[src/rtl/clock_divider_multi.sv]
// ==========================================================================
// clock_divider_multi -- N-channel clock divider with glitch-free divisor reload
// Optional macro CLKDIV_PHASE_SYNC_EN adds sync_in for phase alignment. Rev 1.0
// ==========================================================================
`default_nettype none

module clock_divider_multi #(
  parameter int CHANNELS    = 4,
  parameter int DIV_W       = 8,
  parameter int DEFAULT_DIV = 2
) (
  input  logic                clk,
  input  logic                rst,
  input  logic                ena,
  input  logic                wr_en,
  input  logic [2:0]          wr_ch,
  input  logic [DIV_W-1:0]    wr_data,
`ifdef CLKDIV_PHASE_SYNC_EN
  input  logic                sync_in,
`endif
  output logic [CHANNELS-1:0] div_out,
  output logic [CHANNELS-1:0] tick,
  output logic [CHANNELS-1:0] busy
);

  localparam logic [DIV_W-1:0] c_def_div = DIV_W'(DEFAULT_DIV);
  localparam logic [DIV_W-1:0] c_one     = DIV_W'(1);

  logic w_sync;
`ifdef CLKDIV_PHASE_SYNC_EN
  assign w_sync = sync_in & ena;
`else
  assign w_sync = 1'b0;
`endif

  for (genvar i = 0; i < CHANNELS; i++) begin : g_ch
    logic [DIV_W-1:0] act_q, act_d;
    logic [DIV_W-1:0] shd_q, shd_d;
    logic [DIV_W-1:0] cnt_q, cnt_d;
    logic             pend_q, pend_d;
    logic             div_q, div_d;
    logic             tick_q, tick_d;
    logic             w_live;
    logic             w_wrap;
    logic             w_hit;
    logic [DIV_W:0]   w_half;

    // Channel-select decode also drops any index >= CHANNELS.
    assign w_hit  = wr_en && (wr_ch == 3'(i));
    assign w_live = (act_q != '0);
    assign w_wrap = w_live && (cnt_q == act_q - c_one);
    assign w_half = ({1'b0, act_q} + {{DIV_W{1'b0}}, 1'b1}) >> 1;

    always_comb begin
      act_d  = act_q;
      shd_d  = shd_q;
      pend_d = pend_q;
      cnt_d  = cnt_q;
      div_d  = div_q;
      tick_d = tick_q;
      if (ena) begin
        div_d  = w_live && ({1'b0, cnt_q} < w_half);
        tick_d = w_wrap;
        if (!w_live || w_wrap || w_sync) begin
          cnt_d = '0;
        end else begin
          cnt_d = cnt_q + c_one;
        end
        if (pend_q && (w_wrap || w_sync)) begin
          act_d  = shd_q;
          pend_d = 1'b0;
        end
      end
      // A disabled channel has no period to protect, so it loads at once.
      if (w_hit) begin
        if (!w_live) begin
          act_d = wr_data;
          cnt_d = '0;
        end else begin
          shd_d  = wr_data;
          pend_d = 1'b1;
        end
      end
    end

    always_ff @(posedge clk) begin
      if (rst) begin
        act_q  <= c_def_div;
        shd_q  <= '0;
        pend_q <= 1'b0;
        cnt_q  <= '0;
        div_q  <= 1'b0;
        tick_q <= 1'b0;
      end else begin
        act_q  <= act_d;
        shd_q  <= shd_d;
        pend_q <= pend_d;
        cnt_q  <= cnt_d;
        div_q  <= div_d;
        tick_q <= tick_d;
      end
    end

    assign div_out[i] = div_q;
    assign tick[i]    = tick_q;
    assign busy[i]    = pend_q;
  end

endmodule

`default_nettype wire

[config.mk]
export PLATFORM = sky130hd
export DESIGN_NAME = clock_divider_multi
export DESIGN_NICKNAME = d
export VERILOG_FILES = /design/src/rtl/clock_divider_multi.sv
export SDC_FILE = /design/constraint.sdc
export NUM_CORES = 1
export LEC_CHECK = 0
export ABC_AREA = 1
export BUFFER_PORTS_ARGS = -buffer_cell sky130_fd_sc_hd__clkbuf_2
export CORE_MARGIN = 2
export CORE_UTILIZATION = 30
export DETAILED_ROUTE_END_ITERATION = 6
export SYNTH_ARGS = -nofsm -noshare
export SYNTH_HDL_FRONTEND = slang
export SYNTH_SLANG_ARGS = --single-unit
[constraint.sdc]
create_clock -name clk -period 2.69 [get_ports clk]
set_input_delay 0.807 -clock clk [delete_from_list [all_inputs] [get_ports clk]]
set_output_delay 0.807 -clock clk [all_outputs]
set_load 0.01 [all_outputs]
# Yosys cells after proc, flatten, opt, wreduce, memory -nomap -nowiden
# Index checks and enable logic that the tools add are counted.
# word_totals
register_bits,108
elab_cells,128
inputBits,15
# classes
n_reduce_logical,33
addsub,12
eq_ne,7
magnitude_cmp,4
muxes,48
# op_table
op,n
$mux W8,32
$add A8 B1 Y9 const B,4
$add A8 B1 Y8 const B,4
$eq A8 B8 Y1,4
$lt A8 B8 Y1,4
$reduce_bool A8 Y1,4
$sub A8 B1 Y8 const B,4
$logic_and A1 B1 Y1,16
$mux W1,16
$reduce_and A2 Y1,4
$eq A3 B2 Y1 const B,2
$logic_not A1 Y1,4
$logic_or A1 B1 Y1,4
$eq A3 B1 Y1 const B,1
$logic_not A3 Y1,1

# Longest topological paths before layout
# Gate-level depths: netlist of run 1.
# logic_depth
word_depth,8
mapped_depth,15
ltp_nobuf,15

# Worst setup path before layout of run 1
# Ideal clock, no wire load.
# synth_path
kind,input to register
start,in ena
end,reg g_ch[2].act_q[0]
setup_ns,0.131
setup_slack_ns,0.708
t_arrival_ns,1.851
t_required_ns,2.559
path_buffers,3
stages,8
cell_sequence,buf_2 > inv_1 > buf_2 > nor2_1 > buf_2 > nand4_1 > nand3_1 > o21ai_0
# synth_between
elab_chain_len,3
# synth_lines
element,line_no,text
start: declaration,14,"input logic ena,"
$mux W8 *,61,if (ena) begin
$mux W8,76,if (!w_live) begin
$mux W8 *,75,if (w_hit) begin
end signal: assignment,88,act_q <= c_def_div;
end signal: assignment,95,act_q <= act_d;
end: declaration,37,"logic [DIV_W-1:0] act_q, act_d;"
# Every way passes the cells marked *; elsewhere a longest branch is shown, timed or not.
# A chain may end at the register's enable or synchronous reset.

# Final worst setup path of run 1
# layout_path
start,reg g_ch[0].act_q[0]
end,reg g_ch[0].act_q[6]
# layout_between
elab_chain_len,8
# layout_lines
element,line_no,text
start: declaration,37,
start signal: assignment,88,
start signal: assignment,95,
$sub A8 B1 Y8,51,assign w_wrap = w_live && (cnt_q == act_q - c_one);
$eq A8 B8 Y1,51,
$logic_and A1 B1 Y1,51,
$logic_and A1 B1 Y1,69,if (pend_q && (w_wrap || w_sync)) begin
$mux W8,69,
$mux W8,61,
$mux W8,76,
$mux W8 *,75,
# Marks and branches as above.

==> summary.md, run 1 <==
| Metric | Value |
|---|---|
| Seq/Total Area, Yosys | `0.306` |
| Crit Path Max Fanout | `11` |
| Post-Route Setup TNS | `0 ns` |
| Largest cells by area after synthesis | `dfxtp_1, nand2_1, ha_1` |
| Drt first-iter violations | `374` |
| Crit path launch type | `flop` |
| Status | `complete, no violations` |
| Crit end category | `flop` |
| Share of layout cells above drive strength 1 | `0.0924` |
| ANT nets after route | `0` |
| Net count, final | `1,126` |
| Syn-to-layout area delta | `10.3%` |
| Post-Synth Adder-Cell Area | `0.0779` |
| Worst path most repeated cell | `nand2_1` |
| Hold path cells | `2` |
| Synth warnings | `0` |
| TritonCTS clock tree | `yes` |
| Root Driver | `clkbuf_16` |
| Reg2reg path depth | `14` |
| XOR/XNOR share of the synthesized area | `0.0818` |
| Yosys top cell by area | `dfxtp_1` |
| Slew headroom | `0.585` |
| CTS max path bufs | `2` |
| Via-per-instance ratio | `4.55` |
| Setup violators final | `0` |
| Largest family of logic cells by synthesized area | `simple AND/OR/NAND/NOR gates` |
| Global route overflow | `0` |
| HP Class | `reg2reg` |
| Die Height | `157 microns` |
| First-pass GRT wire length | `29,200 microns` |
| Synth Register Bits | `108` |
| Ordered cell list for the critical path | `inv_1, ha_1, nand2_1, inv_1, nor2_1, nand2_1, nor2_1, nand3_1, nor2_2, nand4_1, nand2_1, nand3_1, nand2_1, inv_1` |
| Via count | `6,332` |
| Overall routing resource usage | `0.147` |
| Dpl hpwl | `13,200 microns` |
| Max Freq | `430 MHz` |
| Post-CTS Hold Buffers | `0` |
| Commonest cells after routing, fill and taps aside | `nand2_1, nor2_1, inv_1, dfxtp_1, nand3_1` |
| RSZ-0062 raised after global routing | `false` |
| Peak supply drop | `0.314 mV` |
| WL/cell | `12.6 microns` |
| # IOs | `27` |
| Total Power | `0.00350 W` |
| Initial antenna violation count | `0` |
| Slowest cell on the critical path | `nand4_1` |
| Non-filler instance count after layout | `1,391` |
| Endpoints failing hold | `0` |
| Time the worst path needs with I/O delays and setup | `2.32 ns` |
| Area of the die | `0.0248 sq mm` |
| Post-Synth Simple-Gate Area | `0.337` |
| Die width | `157 microns` |
| Worst-path clk slew | `0.08 ns` |
| Most common cell after layout, fill and taps aside | `nand2_1` |
| DR pass1 iterations | `4` |
| IO Port Bufs | `26` |
| Cell count after synthesis | `1,056` |
| Clock Latency Late Sink | `0.37 ns` |
| Design area | `0.00780 sq mm` |
| PwrDens | `449 mW/mm^2` |
| Core area | `0.0233 sq mm` |
| Fin. max-slew vios | `0` |
| Antenna Cells | `0` |
| Vias in the first global route | `5,738` |
| Final WL | `17,500 microns` |
| DP Cell Count | `1,375` |
| Worst Path Arrival | `2.58 ns` |
| RD Place Congestion | `0.842` |
| Clk sinks | `108` |
| # fillers | `2,522` |
| Period utilisation layout | `0.864` |
| CP max stage delay | `0.42 ns` |
| Synth Area in Compound Gates | `0.0936` |
| Maxcap violations | `0` |
| Syn_area_per_cell | `6.69 sq um` |
| Largest net degree at the start of global routing | `22` |
| Post-synth top area share | `0.306` |
| Drt drc | `0` |
| Initial core utilization | `0.303` |
| Post-Syn Area | `0.00707 sq mm` |
| Post-cts resize count | `0` |
| Placed inst area | `0.00747 sq mm` |
| Cts bufs inserted | `9` |
| Distinct cells, synth | `36` |
| Critical path class | `reg2reg` |
| Worst Skew | `0.0152 ns` |
| Multiplexer share of the synthesized area | `0` |
| # Post-CTS Setup Buffers | `0` |
| Worst path required time | `2.95 ns` |
| H-tree level count | `3` |
| Cell row count | `56` |
| Worst slew pin tran | `0.622 ns` |
| Mapped Nets | `1,115` |
| Leak Pwr | `3.62 nW` |
==> per-stage QoR <==
stage / setup WS (ns) / hold WS, ns / util
after global routing: 0.142 / 0.488 / 0.334
after global placement: 0.343 / 0.449 / 0.320
final: 0.366 / 0.467 / 0.334
after floorplan: 0.708 / 0.430 / -
after detailed placement: 0.302 / 0.454 / 0.320
after CTS: 0.391 / 0.468 / 0.334
==> layout make-up <==
type,instances,area (sq um),share of cell area
Clock buffer,9,225,0.0289
Clock inverter,7,100,0.0128
Inverter,120,450,0.0578
Multi-Input combinational cell,781,4170,0.535
Sequential cell,108,2160,0.277
Tap cell,319,399,0.0512
Timing Repair Buffer,47,288,0.0369
==> registers in the layout (all words and copies together) (netlist names) <==
name and cells:
g_ch.pend_q 4, g_ch.div_q 4, g_ch.act_q 32, g_ch.shd_q 32, g_ch.cnt_q 32, g_ch.tick_q 4
==> power breakdown <==
group / leakage, nW / switching (W) / internal [W]
Combinational: 2.58 / 0.000227 / 0.000121
Clock: 0.161 / 0.000710 / 0.000762
Sequential: 0.875 / 0.0000420 / 0.00164
==> cells in the mapped netlist (all sizes together) <==
cell,n
nand4,28
clkinv,1
xnor2,18
ha,44
o21bai,7
or2,1
dfxtp,108
nor2,166
inv,119
o2111ai,4
o21ai,63
nand3,69
buf,36
nand2,257
a31oi,2
and3b,2
nand3b,1
a21oi,47
nor3,18
nor4,6
xor2,48
clkbuf,11
==> per-layer routing <==
layer / global-route usage / up-vias / share of wire
met3: 0.0366 / 9 / 0.051
met5: 0 / - / 0
met4: 0.0286 / 0 / 0.0079
met1: 0.201 / 2842 / 0.49
li1: - / 3385 / -
met2: 0.236 / 96 / 0.45
==> critical path: cells and delay by family, from the launching register on <==
kind                     cells  cell delay, ns
buffers and inverters        3            0.21
flip-flops                   1            0.36
AND/OR/NAND/NOR             10            1.30
adder cells (fa/ha/maj)      1            0.36
==> kinds of logic (layout without fill, tap and decap cells) <==
kind of cell	Yosys count	count (layout)
AOI/OAI and AO/OA	123	123
xor gates and xnor gates	66	66
adders and majority gates	44	44
buffers and inverters	167	183
DFF	108	108
and+or+nand+nor	548	548
==> worst paths after layout <==
check | from | end | slack (ns)
setup / recovery | g_ch[0].act_q[0]$_SDFF_PP0_ | g_ch[0].act_q[6]$_SDFF_PP0_ | 0.37
hold / removal | g_ch[3].div_q$_SDFFE_PP0P_ | g_ch[3].div_q$_SDFFE_PP0P_ | 0.47
setup reg to reg | g_ch[0].act_q[0]$_SDFF_PP0_ | g_ch[0].act_q[6]$_SDFF_PP0_ | 0.37
hold reg to reg | g_ch[3].div_q$_SDFFE_PP0P_ | g_ch[3].div_q$_SDFFE_PP0P_ | 0.47
No activity file was read; power rests on OpenSTA's default activity.
==> run 2, diff against run 1 <==
--- a/config.mk
+++ b/config.mk
@@ -10,6 +10,7 @@
 export CORE_MARGIN = 2
 export CORE_UTILIZATION = 30
 export DETAILED_ROUTE_END_ITERATION = 6
+export REMOVE_ABC_BUFFERS = 1
 export SYNTH_ARGS = -nofsm -noshare
 export SYNTH_HDL_FRONTEND = slang
 export SYNTH_SLANG_ARGS = --single-unit
==> constraint.sdc (replaced) <==
create_clock -name clk -period 1.9 [get_ports clk]
set_input_delay 0.57 -clock clk [delete_from_list [all_inputs] [get_ports clk]]
set_output_delay 0.57 -clock clk [all_outputs]
set_load 0.01 [all_outputs]
==> summary.md, run 2 (same netlist as run 1, synthesis figures left out) <==
| Metric | Value |
|---|---|
| TritonCTS clock tree | `yes` |
| Die Height | `157 microns (unchanged)` |
| PwrDens | `535 mW/mm^2 (+19%)` |
| Endpoints failing hold | `0 (unchanged)` |
| Drt first-iter violations | `326 (-13%)` |
| Ordered cell list for the critical path | `inv_4, ha_2, nand2_1, nor2_2, nand2_1, nand2_1, nand2_1, nor2_1, nand2_1, nor2_4, buf_4, o21ai_2, nand2_2, buf_12, nor2_1` |
| Design area | `0.00928 sq mm (+19%)` |
| Via count | `6,845 (+8.1%)` |
| # fillers | `2,387 (-5.4%)` |
| Crit end category | `flop` |
| Slowest cell on the critical path | `dfxtp_2` |
| Register Area | `0.00219 sq mm (+1.4%)` |
| Initial core utilization | `0.303 (unchanged)` |
| # IOs | `27 (unchanged)` |
| Area of the die | `0.0248 sq mm (unchanged)` |
| RD Place Congestion | `0.875 (+3.9%)` |
| Worst path most repeated cell | `nand2_1` |
| Period utilisation layout | `1.02 (+0.155)` |
| Placed inst area | `0.00820 sq mm (+9.7%)` |
| Failing checks | `setup timing` |
| Cell row count | `56 (unchanged)` |
| Crit path max-delay family | `simple AND/OR/NAND/NOR gates` |
| Core area | `0.0233 sq mm (unchanged)` |
| Maxcap violations | `0 (unchanged)` |
| Setup violators final | `18 (+18)` |
| Post-CTS Hold Buffers | `0 (unchanged)` |
| H-tree level count | `3 (unchanged)` |
| First-pass GRT wire length | `31,600 microns (+8.2%)` |
| Leak Pwr | `4.26 nW (+18%)` |
| CTS max path bufs | `2 (unchanged)` |
| Dpl hpwl | `13,900 microns (+5.3%)` |
| Peak supply drop | `0.493 mV (+57%)` |
| Hold slack final | `0.459 ns (-0.00799 ns)` |
| Clock Latency Late Sink | `0.36 ns (about the same)` |
| Crit Path Max Fanout | `7 (-4)` |
| Multi-input logic area | `0.00472 sq mm (+13%)` |
| Worst-path clk slew | `0.08 ns (about the same)` |
| DR pass1 iterations | `5 (+1)` |
| Overall routing resource usage | `0.158 (+0.0110)` |
| Via-per-instance ratio | `4.57 (+0.31%)` |
| Drt drc | `0 (unchanged)` |
| Place WS | `-0.212 ns (-0.514 ns)` |
| Largest net degree at the start of global routing | `42 (+91%)` |
| Worst path required time | `2.15 ns (-0.80 ns)` |
| RSZ-0062 raised after global routing | `true` |
| WL/cell | `12.9 microns (+2.0%)` |
| Die width | `157 microns (unchanged)` |
| Most common cell after layout, fill and taps aside | `nand2_1` |
| Time the worst path needs with I/O delays and setup | `1.94 ns (-0.389 ns)` |
| Slew headroom | `0.680 (+0.0949)` |
| Max Freq | `517 MHz (+20%)` |
| Initial antenna violation count | `0 (unchanged)` |
| HP Class | `reg2reg` |
| Worst path bufs/invs | `3 (unchanged)` |
| Worst Skew | `0.0108 ns (-0.00442 ns)` |
| Final WL | `19,300 microns (+9.9%)` |
| Status | `complete, but fails checks` |
| Clk sinks | `108 (unchanged)` |
| Critical path class | `reg2reg` |
| Total Power | `0.00497 W (+42%)` |
| Share of layout cells above drive strength 1 | `0.276 (+0.184)` |
| Syn-to-layout area delta | `31.3%` |
| IO Port Bufs | `26 (unchanged)` |
| CP max stage delay | `0.34 ns (-0.08 ns)` |
| ANT nets after route | `0 (unchanged)` |
| Commonest cells after routing, fill and taps aside | `nand2_1, nor2_1, buf_4, inv_1, dfxtp_1` |
| Worst Path Arrival | `2.19 ns (-0.39 ns)` |
| Crit path launch type | `flop` |
| Net count, final | `1,234 (+9.6%)` |
| Vias in the first global route | `6,460 (+13%)` |
| Root Driver | `clkbuf_16` |
| Global route overflow | `0 (unchanged)` |
| Antenna Cells | `0 (unchanged)` |
| Worst slew pin tran | `0.480 ns (-0.142 ns)` |
| Post-route setup slack | `-0.0355 ns (-0.401 ns)` |
| Fin. max-slew vios | `0 (unchanged)` |
| Cts bufs inserted | `9 (unchanged)` |
| Top Registers | `g_ch.act_q: 32 flops, g_ch.cnt_q: 32 flops, g_ch.shd_q: 32 flops` |
## run 2: changes by cell type in the layout (fill, tap and decap cells not counted), moves of 13 or more
cell     previous run  this run
nand2_2             1        26
nand2_1           255       227
dfxtp_1           108        89
buf_4              21       110
dfxtp_2             0        16
buf_6               0        13
nor2_4              1        17
inv_1             113        98
nor2_1            145       129
## run 2: final timing paths
check	slack (ns)	from	depth (start not counted)	to
worst max-delay path	-0.04	g_ch[2].act_q[1]$_SDFF_PP1_	15	g_ch[2].cnt_q[4]$_SDFF_PP0_
worst min-delay path	0.46	g_ch[2].shd_q[0]$_SDFFE_PP0P_	2	g_ch[2].shd_q[0]$_SDFFE_PP0P_
worst max register to register	-0.04	g_ch[2].act_q[1]$_SDFF_PP1_	15	g_ch[2].cnt_q[4]$_SDFF_PP0_
worst min register to register	0.46	g_ch[2].shd_q[0]$_SDFFE_PP0P_	2	g_ch[2].shd_q[0]$_SDFFE_PP0P_
## run 2: what timing repair did
action                     CTS  global route
gates resized for setup     59           127
gates cloned                 1             1
setup endpoints to repair   64            75
pin swaps                   21            51
setup buffers                3            14
## run 2: power breakdown
part	internal, W	switching, W
Combinational	0.000279	0.000387
Sequential	0.00232	0.0000515
Clock	0.000967	0.000967
Total	0.00356	0.00141
## run 2: per-stage QoR
step | TNS (ns) | cells | utilization
floorplan | -0.596 | 1009 | -
global placement | -3.05 | 1465 | 0.351
detailed placement | -4.39 | 1465 | 0.351
CTS | -0.0245 | 1485 | 0.375
global route | -5.74 | 1499 | 0.398
finish | -0.366 | 1499 | 0.398
## run 2: worst min-delay path: stages (launching register included)
cell	delay, ns
dfxtp_1	0.30
inv_1	0.06
a21oi_1	0.06
## run 2: per-layer routing
metal / track usage / wire [microns]
met5: 0 / 0
met3: 0.0281 / 501
met2: 0.273 / 9330
met4: 0.0320 / 286
met1: 0.207 / 9160
## run 2: layout make-up
| class | instances | area share |
|---|---|---|
| clock inverters | 6 | 0.00701 |
| flip-flops and latches | 108 | 0.236 |
| repair buffers | 154 | 0.128 |
| clock buffers | 10 | 0.0258 |
| inverters | 120 | 0.0515 |
| well taps | 319 | 0.0430 |
| multi-input cells | 782 | 0.508 |
==> run 3, diff against run 2 <==
--- a/config.mk
+++ b/config.mk
@@ -9,7 +9,9 @@
 export BUFFER_PORTS_ARGS = -buffer_cell sky130_fd_sc_hd__clkbuf_2
 export CORE_MARGIN = 2
 export CORE_UTILIZATION = 30
+export CTS_BUF_LIST = sky130_fd_sc_hd__clkbuf_8
 export DETAILED_ROUTE_END_ITERATION = 6
+export PLACE_DENSITY = 0.55
 export REMOVE_ABC_BUFFERS = 1
 export SYNTH_ARGS = -nofsm -noshare
 export SYNTH_HDL_FRONTEND = slang
==> summary.md, run 3 (same netlist as run 1, synthesis figures left out) <==
| Metric | Value |
|---|---|
| Worst-path clk slew | `0.11 ns (+0.03 ns)` |
| Setup violators final | `10 (-8)` |
| Worst slew pin tran | `0.549 ns (+0.0689 ns)` |
| Combinational Power Share | `0.141 (+0.007)` |
| Failing checks | `setup timing` |
| Dpl hpwl | `14,300 microns (+2.8%)` |
| Initial core utilization | `0.303 (unchanged)` |
| Period utilisation layout | `1.02 (+0.00454)` |
| ANT nets after route | `0 (unchanged)` |
| Peak supply drop | `0.330 mV (-33%)` |
| Syn-to-layout area delta | `28.1%` |
| Via count | `6,876 (+0.45%)` |
| DR pass1 iterations | `6 (+1)` |
| IO Port Bufs | `26 (unchanged)` |
| Psw | `0.00135 W (-4.2%)` |
| Final WL | `19,500 microns (+1.1%)` |
| Cts bufs inserted | `9 (unchanged)` |
| Sw Ratio | `0.303 (+0.0197)` |
| Die width | `157 microns (unchanged)` |
| Fin. max-slew vios | `0 (unchanged)` |
| TritonCTS clock tree | `yes` |
| Largest net degree at the start of global routing | `50 (+19%)` |
| Share of layout cells above drive strength 1 | `0.263 (-0.0135)` |
| Post-route setup slack | `-0.0442 ns (-0.00863 ns)` |
| Vias in the first global route | `6,319 (-2.2%)` |
| Leak Pwr | `4.15 nW (-2.6%)` |
| Hold slack final | `0.464 ns (+0.00507 ns)` |
| Area of the die | `0.0248 sq mm (unchanged)` |
| Cell row count | `56 (unchanged)` |
| Clock Latency Late Sink | `0.40 ns (+0.04 ns)` |
| Top Registers | `g_ch.act_q: 32 flops, g_ch.cnt_q: 32 flops, g_ch.shd_q: 32 flops` |
| Worst Path Arrival | `2.27 ns (+0.08 ns)` |
| RSZ-0062 raised after global routing | `true` |
| Crit Path Max Fanout | `5 (-2)` |
| Critical path class | `reg2reg` |
| Net count, final | `1,226 (-0.65%)` |
| Die Height | `157 microns (unchanged)` |
| WL/cell | `13.1 microns (+1.7%)` |
| Global route overflow | `0 (unchanged)` |
| CTS max path bufs | `2 (unchanged)` |
| RD Place Congestion | `0.853 (-2.4%)` |
| Endpoints failing hold | `0 (unchanged)` |
| Crit end category | `flop` |
| Worst r2r dst | `g_ch[1].act_q[0]$_SDFF_PP0_` |
| Clock share of power | `0.327 (-0.062)` |
| Post-CTS Hold Buffers | `0 (unchanged)` |
| Status | `complete, but fails checks` |
| Total Power | `0.00445 W (-10%)` |
| Hold path startpoint | `g_ch[2].shd_q[1]$_SDFFE_PP0P_` |
| HP Class | `reg2reg` |
| Slew headroom | `0.634 (-0.0460)` |
| Initial antenna violation count | `0 (unchanged)` |
| Time the worst path needs with I/O delays and setup | `1.94 ns (+0.00863 ns)` |
| Flop pwr share | `0.532 (+0.055)` |
| R2R Setup Slk | `-0.04 ns (about the same)` |
| Hold path cells | `2 (unchanged)` |
| Pint | `0.00310 W (-13%)` |
| Reg2reg path depth | `12 (-3)` |
| Root Driver | `clkbuf_8` |
| Maxcap violations | `0 (unchanged)` |
| Overall routing resource usage | `0.161 (+0.00231)` |
| Antenna Cells | `0 (unchanged)` |
| Via-per-instance ratio | `4.61 (+0.99%)` |
| First-pass GRT wire length | `31,700 microns (+0.48%)` |
| # IOs | `27 (unchanged)` |
| PwrDens | `491 mW/mm^2 (-8.2%)` |
| Hold EP | `g_ch[2].shd_q[1]$_SDFFE_PP0P_` |
| Worst path required time | `2.23 ns (+0.08 ns)` |
| Max Freq | `514 MHz (-0.44%)` |
| Drt first-iter violations | `318 (-2.5%)` |
| Core area | `0.0233 sq mm (unchanged)` |
| Commonest cells after routing, fill and taps aside | `nand2_1, nor2_1, buf_4, inv_1, dfxtp_1` |
| H-tree level count | `3 (unchanged)` |
| Clk sinks | `108 (unchanged)` |
| Drt drc | `0 (unchanged)` |
| Most common cell after layout, fill and taps aside | `nand2_1` |
| Worst Skew | `0.00951 ns (-0.00129 ns)` |
| Crit path launch type | `flop` |
| FF-to-FF Start | `g_ch[1].act_q[1]$_SDFF_PP1_` |
==> run 3: per-layer routing <==
| metal | up-vias | global-route usage | share of wire |
|---|---|---|---|
| met2 | 74 | 0.267 | 0.48 |
| met3 | 13 | 0.0267 | 0.023 |
| met1 | 3198 | 0.214 | 0.48 |
| li1 | 3591 | - | - |
| met5 | - | 0 | 0 |
| met4 | 0 | 0.0455 | 0.014 |
==> run 3: repair_timing <==
item,CTS,global route
setup buffers,4,8
setup endpoints to repair,62,77
gates cloned,1,1
hold endpoints to repair,0,0
pin swaps,16,56
gates resized for setup,50,123
==> run 3: power groups by stage <==
stage	Clock (W)	Combinational (W)	Sequential (W)
after floorplan	0	0.000299	0.00242
after global placement	0	0.000557	0.00242
after detailed placement	0	0.000561	0.00242
after CTS	0.00151	0.000583	0.00237
after global routing	0.00158	0.000704	0.00238
final	0.00145	0.000627	0.00237
==> run 3: worst max-delay path, cell delays in order (launching register included) <==
cell	delay, ns
dfxtp_4	0.40
inv_6	0.05
buf_6	0.11
ha_4	0.24
xnor2_2	0.13
nor2_2	0.13
nand3_2	0.13
nor2_4	0.12
nand4_4	0.13
buf_6	0.19
nand2_2	0.05
nand2_1	0.05
o21bai_1	0.16
==> run 3: worst max path at each step <==
stage,from,endpoint,slack (ns)
2_1_floorplan,g_ch[2].act_q[0]$_SDFF_PP0_,g_ch[2].act_q[2]$_SDFF_PP0_,-0.06
3_3_place_gp,g_ch[1].act_q[1]$_SDFF_PP1_,g_ch[1].div_q$_SDFFE_PP0P_,-0.18
3_5_place_dp,g_ch[1].act_q[1]$_SDFF_PP1_,g_ch[1].div_q$_SDFFE_PP0P_,-0.17
4_1_cts,g_ch[1].act_q[1]$_SDFF_PP1_,g_ch[1].div_q$_SDFFE_PP0P_,-0.03
5_1_grt,g_ch[3].act_q[0]$_SDFF_PP0_,g_ch[3].div_q$_SDFFE_PP0P_,-0.20
6_report,g_ch[1].act_q[1]$_SDFF_PP1_,g_ch[1].act_q[0]$_SDFF_PP0_,-0.04
==> run 3: area by class of cell <==
type                    count  area, sq um
inverters                 120          480
repair buffers            146         1120
flip-flops and latches    108         2190
well taps                 319          399
fillers                  2502        14300
clock buffers              10          138
clock inverters             6         57.6
multi-input cells         782         4670
==> run 3: stage by stage <==
step	setup TNS [ns]	setup WS [ns]	utilization	cells	area, sq um
final	-0.134	-0.0442	0.388	1491	9050
after global routing	-6.03	-0.197	0.388	1491	9050
after CTS	-0.0347	-0.0252	0.367	1482	8550
after detailed placement	-2.86	-0.169	0.350	1461	8160
after global placement	-2.78	-0.177	0.350	1461	8160
after floorplan	-0.596	-0.0628	-	1009	6790
